File: config.mk
export PLATFORM = sky130hd
export DESIGN_NAME = shift_pipe
export DESIGN_NICKNAME = d
export VERILOG_FILES = /design/src/rtl/shift_pipe.sv
export SDC_FILE = /design/constraint.sdc
export NUM_CORES = 1
export LEC_CHECK = 0
export ABC_CLOCK_PERIOD_IN_PS = 2600
export CAP_MARGIN = 25
export CELL_PAD_IN_SITES_DETAIL_PLACEMENT = 0
export CELL_PAD_IN_SITES_GLOBAL_PLACEMENT = 1
export CORE_MARGIN = 2
export CORE_UTILIZATION = 45
export DETAILED_ROUTE_END_ITERATION = 6
export DONT_BUFFER_PORTS = 1
export GPL_ROUTABILITY_DRIVEN = 0
export MAX_ROUTING_LAYER = met4
export PLACE_DENSITY_LB_ADDON = 0.25
export SLEW_MARGIN = 5
export SYNTH_ARGS = -nofsm -noshare
export SYNTH_HDL_FRONTEND = slang
export SYNTH_SLANG_ARGS = --single-unit
File: constraint.sdc
create_clock -name clk_i -period 2.6 [get_ports clk_i]
set_input_delay 0.52 -clock clk_i [delete_from_list [all_inputs] [get_ports clk_i]]
set_output_delay 0.52 -clock clk_i [all_outputs]
set_load 0.02 [all_outputs]
File: src/rtl/shift_pipe.sv
// shift_pipe: WIDTH-bit, DEPTH-stage delay line with a valid bit per stage,
// shift enable, synchronous flush, a runtime tap and an occupancy count.
// Optional build macro SHIFT_PIPE_PAR_OUT_EN exposes every stage in parallel
// (stages_data_o / stages_valid_o).
module shift_pipe #(
  parameter int WIDTH = 8,
  parameter int DEPTH = 4,
  localparam int TW = $clog2(DEPTH),
  localparam int CW = $clog2(DEPTH + 1)
) (
  input  logic             clk_i,
  input  logic             rst_ni,
  input  logic             en_i,
  input  logic             flush_i,
  input  logic             in_valid_i,
  input  logic [WIDTH-1:0] in_data_i,
  input  logic [TW-1:0]    tap_sel_i,
  output logic             out_valid_o,
  output logic [WIDTH-1:0] out_data_o,
  output logic             tap_valid_o,
  output logic [WIDTH-1:0] tap_data_o,
`ifdef SHIFT_PIPE_PAR_OUT_EN
  output logic [WIDTH*DEPTH-1:0] stages_data_o,
  output logic [DEPTH-1:0]       stages_valid_o,
`else
  // Parallel stage view not built in this configuration.
`endif
  output logic [CW-1:0]    count_o
);

  // Stage k lives at data_q[k]; stage DEPTH-1 is the output end.
  logic [DEPTH-1:0][WIDTH-1:0] data_q, data_d;
  logic [DEPTH-1:0]            valid_q, valid_d;
  logic [CW-1:0]               count_q, count_d;

  // Next state: flush wins over shift, shift wins over hold.
  always_comb begin
    data_d  = data_q;
    valid_d = valid_q;
    count_d = count_q;
    if (flush_i) begin
      data_d  = '0;
      valid_d = '0;
      count_d = '0;
    end else if (en_i) begin
      // Data moves even for invalid entries; the last stage falls off the end.
      data_d  = {data_q[DEPTH-2:0], in_data_i};
      valid_d = {valid_q[DEPTH-2:0], in_valid_i};
      // Track popcount(valid) incrementally: one in, possibly one out.
      count_d = count_q + CW'(in_valid_i) - CW'(valid_q[DEPTH-1]);
    end
  end

  // State registers with asynchronous clear.
  always_ff @(posedge clk_i or negedge rst_ni) begin
    if (!rst_ni) begin
      data_q  <= '0;
      valid_q <= '0;
      count_q <= '0;
    end else begin
      data_q  <= data_d;
      valid_q <= valid_d;
      count_q <= count_d;
    end
  end

  // Tap mux: unregistered select, out-of-range indices read as empty.
  always_comb begin
    tap_valid_o = 1'b0;
    tap_data_o  = '0;
    if (32'(tap_sel_i) < DEPTH) begin
      tap_valid_o = valid_q[tap_sel_i];
      tap_data_o  = data_q[tap_sel_i];
    end
  end

  assign out_valid_o = valid_q[DEPTH-1];
  assign out_data_o  = data_q[DEPTH-1];
  assign count_o     = count_q;

`ifdef SHIFT_PIPE_PAR_OUT_EN
  // Packed layout puts stage k at bits [k*WIDTH +: WIDTH].
  assign stages_data_o  = data_q;
  assign stages_valid_o = valid_q;
`endif

endmodule
Word level (Yosys, flattened, before mapping) --
Cells that the tools add are included.
Word-level totals: bits in registers 39, input port bits 15, output and inout bits 21, word-level logic and storage cells 20
Cells by class: add/sub/neg operators 2, $lt $le $gt $ge 1, mux-type cells 10, reductions and logical operators 1
Operators by type and width (number):
- 2-to-1 mux 32 bit | 2
- binary-select mux 8 bit (select 2 bit) | 1
- 2-to-1 mux 4 bit | 2
- 2-to-1 mux 8 bit | 1
- 2-to-1 mux 3 bit | 2
- adder 3 x 1 -> 3 bit | 1
- < comparator 2 x 3 -> 1 bit (second input constant) | 1
- subtractor 3 x 1 -> 3 bit | 1
- binary-select mux 1 bit (select 2 bit) | 1
- nonzero test 2 bit | 1
- 2-to-1 mux 1 bit | 1

Logic depth before layout (Yosys ltp) --
Gate-level depths: netlist of run 1.
depth in word-level cells 4, gate-level depth with buffers 9, gate-level depth less buffers 9

Worst setup path before layout of run 1 --
OpenSTA, ideal clock, no wires.
path type reg2reg, from reg count_q[0], in the netlist count_o[0], to reg count_q[2], in the netlist count_o[2], library setup time 0.120 ns, data arrival time 1.789 ns, data required time 2.480 ns, setup slack 0.691 ns, stages on the path, launching flop included 10, buffers on the path 0, clock period less this slack 1.909 ns, cell sequence dfrtp_1 inv_1 ha_1 inv_1 ha_1 inv_1 fa_1 xor2_1 a21oi_1 a31o_2
On the way: word-level cells in the longest chain between the ends 4
RTL lines:
- from (decl) | RTL line 34 | logic [CW-1:0] count_q, count_d;
- from (signal assigned) | RTL line 63 | count_q <= count_d;
- adder 3 x 1 -> 3 bit | RTL line 50 | count_d = count_q + CW'(in_valid_i) - CW'(valid_q[DEPTH-1]);
- subtractor 3 x 1 -> 3 bit | RTL line 50
- 2-to-1 mux 3 bit | RTL line 45 | end else if (en_i) begin
- 2-to-1 mux 3 bit | RTL line 41 | if (flush_i) begin
Every way passes these cells. The select of a mux whose other input is x is not followed. A chain may end at the register's enable or synchronous reset.

Worst setup path in the final report of run 1 --
Same ends and word-level chain as after synthesis.

==> flow_metrics.tcl, run 1 <==
set metrics [dict create \
    status "completed" \
    io_buffer_count 0 \
    tightest_slew_ns 0.328 \
    switchingPower_w 0.000260 \
    layout-area-overhead-vs-synth_pct 1.75 \
    vias 1079 \
    p_int_w 0.000879 \
    drc 0 \
    stdcell_area_sq_mm 0.00196 \
    place_ws_ns 0.594 \
    ir_drop_mv 0.292 \
    clkSlewWorstSetupHoldPaths_ns 0.08 \
    maxSlewHeadroom_pct 78.1 \
    cts_max_path_buffers 2 \
    hold_viol_final 0 \
    grt_util_all_layers_pct 15.9 \
    syn-num-nets 173 \
    yosysSeqAreaShare_pct 50.6 \
    nets 162 \
    end_kind "flop" \
    crit_slowest_cell "dfrtp_1" \
    ios 36 \
    synth_area_sq_mm 0.00193 \
    drtPass1Iterations 4 \
    setup_violations 0 \
    htree_levels 2 \
    grt_pass1_wl_um 5940 \
    n_antenna_cell 0 \
    critPathTopFamily "adder cells" \
    hpwl_um 2090 \
    path_cells "inv_1 -> ha_1 -> inv_1 -> ha_1 -> inv_1 -> fa_1 -> xor2_1 -> a21oi_1 -> a31o_2" \
    postCtsSetupBuffers 0 \
    timing.hold.ws_ns 0.0664 \
    avgSynthCellArea_sq_um 12.5 \
    cts_tree "yes" \
    nFillCells 383 \
    ys_types 15 \
    p_leak_nw 0.994 \
    numCtsBuffers 5 \
    rsz0062_at_grt "false" \
    place_inst 186 \
    route.detailed.wl_per_inst_um 16.9 \
    cts-root-buf "clkbuf_8" \
    grt_max_degree 41 \
    cp.required_ns 2.78 \
    critPathBufInv 3 \
    die_area_sq_mm 0.00483 \
    cp_data_arrival_time_ns 2.20 \
    fin_crit_ns 2.01 \
    max_stage_delay_ns 0.48 \
    worstSkewPairLatency_ns 0.29 \
    post_layout_nonfiller_instances 194 \
    die_w_um 69.5 \
    slew_viol_final 0 \
    antenna_found_initial 0 \
    ys_ff_latch 39 \
    most-common-layout-cells "39 x nor2_1, 39 x dfrtp_1, 38 x mux2i_1, 9 x mux4_2, 6 x clkbuf_8" \
    power_density_mw_per_mm2 580 \
    rrSetupSlack_ns 0.59 \
    rows 23 \
    critical_path_class "reg -> reg" \
    worstPathMaxFanout 3 \
    wl_um 3290 \
    drt_iter0_markers 56 \
    ant_nets 0 \
    routed_via_density 5.56 \
    finalSetupTns_ns 0 \
    p_clk_share_pct 36.1 \
    setup_ws_ns 0.586 \
    grt_pass1_vias 1206 \
    grt_overflow 0 \
    core-area_sq_mm 0.00406 \
    start_util_pct 47.6 \
    clkSinkCount 39 \
    crit_top_cell "inv_1" \
    yosysWarningCount 0 \
    max_freq_mhz 497 \
    pwr-share-comb_pct 7.3 \
    hp-class "in -> async" \
    seqPwrFrac_pct 56.6 \
    synth_cells 155 \
    drive_gt1_share_pct 12.5 \
    fin_crit_sh_pct 77.5 \
    chipHeight_um 69.5 \
    p_sw_share_pct 22.8 \
    cp-start-kind "flop" \
    fin_skew_ns 0.00666 \
    drv_cap 0 \
    place_area_sq_mm 0.00186 \
]
layout make-up:
cell class / instances / area, sq um / area share (%)
clock buffers: 6 / 82.6 / 4.20
well taps: 50 / 62.6 / 3.18
inverters: 4 / 15.0 / 0.764
flip-flops and latches: 39 / 976 / 49.7
repair buffers: 1 / 20.0 / 1.02
multi-input cells: 93 / 803 / 40.9
clock inverters: 1 / 5.00 / 0.255
sequential cells by signal, indices dropped and copies added, names as in the netlist:
name / count
count_o: 3
valid_q: 4
data_q: 24
out_data_o: 8
Yosys cell counts:
master	count	area, sq um
ha_1	2	25.0
clkbuf_1	1	3.75
inv_1	4	15.0
buf_4	12	90.1
nand2b_1	1	6.26
mux2i_1	38	380
a31o_2	1	8.76
a21oi_1	1	5.00
nor2_1	39	146
fa_1	1	20.0
xor2_1	1	8.76
buf_2	4	20.0
mux4_2	9	203
buf_6	2	22.5
dfrtp_1	39	976
path summary, 6_finish.rpt:
path | depth (start not counted) | end | start
max | 9 | count_o[2] | count_o[0]
min | 1 | data_q[6] | rst_ni
max reg2reg | 9 | count_o[2] | count_o[0]
min reg2reg | 2 | data_q[12] | data_q[4]
max in group asynchronous | 1 | data_q[4] | rst_ni
min in group clk_i | 1 | data_q[7] | flush_i
layer usage:
layer	GRT usage, %	share of wire (%)
met5	-	0
met4	5.88	1.3
met3	5.23	7.0
met2	24.6	47
met1	19.6	44
power groups by stage:
stage               Combinational [W]  Sequential [W]  Clock [W]
global placement            0.0000674        0.000656          0
floorplan                   0.0000979        0.000651          0
CTS                         0.0000863        0.000645   0.000428
global route                0.0000943        0.000649   0.000444
detailed placement          0.0000699        0.000657          0
finish                      0.0000832        0.000645   0.000411
per-stage QoR:
step	util (%)	power [W]
after floorplan	-	0.000749
after global placement	45.8	0.000724
after detailed placement	45.8	0.000727
after CTS	48.4	0.00116
after global routing	48.4	0.00119
final	48.4	0.00114
kinds of logic (layout without fill, tap and decap cells):
group,after synthesis,count (layout),synth area share (%)
AO/OA/AOI/OAI,2,2,0.713
XOR/XNOR,1,1,0.454
adder cells (fa/ha/maj),3,3,2.33
buffers and inverters,23,12,7.84
flip-flops,39,39,50.6
multiplexers,47,47,30.2
AND/OR/NAND/NOR,40,40,7.91
repair_timing:
action,CTS,global route
hold buffers,1,0
hold endpoints to repair,39,0
gates resized for setup,0,0
No activity file was read; power rests on OpenSTA's default activity.
==> inputs of run 2 (changes only) <==
--- a/config.mk
+++ b/config.mk
@@ -5,7 +5,7 @@
 export SDC_FILE = /design/constraint.sdc
 export NUM_CORES = 1
 export LEC_CHECK = 0
-export ABC_CLOCK_PERIOD_IN_PS = 2600
+export ABC_CLOCK_PERIOD_IN_PS = 1600
 export CAP_MARGIN = 25
 export CELL_PAD_IN_SITES_DETAIL_PLACEMENT = 0
 export CELL_PAD_IN_SITES_GLOBAL_PLACEMENT = 1
==> constraint.sdc (replaced) <==
create_clock -name clk_i -period 1.6 [get_ports clk_i]
set_input_delay 0.32 -clock clk_i [delete_from_list [all_inputs] [get_ports clk_i]]
set_output_delay 0.32 -clock clk_i [all_outputs]
set_load 0.02 [all_outputs]
==> flow_metrics.tcl, run 2 (synthesis results as in run 1) <==
set metrics [dict create \
    n_antenna_cell 0 \
    grt_overflow 0 \
    largest_reg_flops 24 \
    place_inst 193 \
    most-common-layout-cells "39 x nor2_1, 38 x mux2i_1, 33 x dfrtp_1, 10 x buf_4, 9 x mux4_2" \
    hold_start "flush_i" \
    grt_pass1_vias 1139 \
    rrSetupSlack_ns -0.19 \
    grt_util_all_layers_pct 16.8 \
    fin_skew_ns 0.00637 \
    drt_iter0_markers 82 \
    slew_viol_final 0 \
    die_w_um 69.5 \
    clkSlewWorstSetupHoldPaths_ns 0.08 \
    setup_violations 7 \
    rsz0062_at_grt "true" \
    ant_nets 0 \
    hpwl_um 2230 \
    end_kind "flop" \
    layout_commonest_cell "nor2_1" \
    worstSkewPairLatency_ns 0.29 \
    worstPathMaxFanout 2 \
    grt_pass1_wl_um 6060 \
    clkSinkCount 39 \
    maxSlewHeadroom_pct 83.4 \
    finalSetupTns_ns -0.602 \
    status "complete, but fails checks" \
    cts_max_path_buffers 2 \
    min_path_cells 1 \
    ir_drop_mv 0.526 \
    routed_via_density 5.40 \
    drv_cap 0 \
    r2r_end "count_o[2]" \
    cp_data_arrival_time_ns 1.97 \
    fin_crit_ns 1.79 \
    antenna_found_initial 0 \
    drive_gt1_share_pct 26.9 \
    core-area_sq_mm 0.00406 \
    drtPass1Iterations 4 \
    numCtsBuffers 5 \
    critical_path_class "reg -> reg" \
    post_layout_nonfiller_instances 206 \
    htree_levels 2 \
    grt_max_degree 41 \
    route.detailed.wl_per_inst_um 17.2 \
    chipHeight_um 69.5 \
    cts-root-buf "clkbuf_8" \
    cp-startpoint "valid_q[3]" \
    reg2reg_depth 8 \
    ios 36 \
    violations "setup timing" \
    cp-start-kind "flop" \
    rows 23 \
    cts_tree "yes" \
    fin_crit_sh_pct 112 \
    start_util_pct 47.6 \
    nets 173 \
    report.power.total_w 0.00188 \
    tightest_slew_ns 0.249 \
    setup_ws_ns -0.188 \
    io_buffer_count 0 \
    vias 1112 \
    layout-area-overhead-vs-synth_pct 8.68 \
    wl_um 3530 \
    hp-class "in -> reg" \
    power_density_mw_per_mm2 898 \
    hold_viol_final 0 \
    worstReg2RegStart "valid_q[3]" \
    p_leak_nw 1.04 \
    die_area_sq_mm 0.00483 \
    cp.required_ns 1.78 \
    top_register "data_q" \
    max_freq_mhz 559 \
    hold_end "valid_q[3]" \
    drc 0 \
]
==> run 2: worst max path at each step <==
stage	end
floorplan	count_o[2]
global placement	count_o[2]
detailed placement	count_o[2]
CTS	count_o[2]
global route	count_o[2]
finish	count_o[2]
==> run 2: critical path, cell delays in order (launching register included) <==
cell     delay, ns
dfrtp_2       0.43
ha_4          0.25
inv_4         0.05
ha_4          0.12
inv_2         0.03
fa_2          0.34
xor2_2        0.18
a21oi_1       0.08
a31o_2        0.21
==> run 2: routing by layer <==
metal  GRT usage (%)  part of all wire (%)  up-vias
li1                -                     -      517
met1            23.0                    45      564
met2            23.0                    48       29
met3            7.12                   6.2        2
met4            4.58                  0.48        0
met5               -                     0        -
==> run 2: where the power goes <==
part	total, W	internal, W	leakage (nW)	switching [W]
Clock	0.000674	0.000348	0.0482	0.000327
Sequential	0.00104	0.00102	0.525	0.0000264
Combinational	0.000168	0.0000905	0.465	0.0000772
Total	0.00188	0.00145	1.04	0.000430
==> run 2: area by class of cell <==
type / count / area, sq um
fillers: 369 / 1960
flip-flops and latches: 39 / 983
multi-input cells: 93 / 838
repair buffers: 12 / 105
clock buffers: 7 / 86.3
well taps: 50 / 62.6
inverters: 4 / 17.5
clock inverters: 1 / 5.00
==> run 2: metrics by stage <==
stage                     hold WS, ns  util, %  instance area (sq um)  worst slack [ns]
after floorplan                0.0244        -                   1940            -0.221
after global placement         0.0254     47.2                   1910            -0.163
after detailed placement       0.0253     47.2                   1910            -0.191
after CTS                      0.0764     50.9                   2070            -0.205
after global routing           0.0555     51.7                   2100            -0.302
final                          0.0860     51.7                   2100            -0.188
==> run 2: timing repair <==
item / 4_1_cts / 5_1_grt
setup endpoints to repair: 7 / 10
setup buffers: 0 / 3
gates resized for setup: 10 / 2
endpoints found under the hold margin: 39 / 0
hold buffers: 2 / 0
pin swaps: 4 / 3
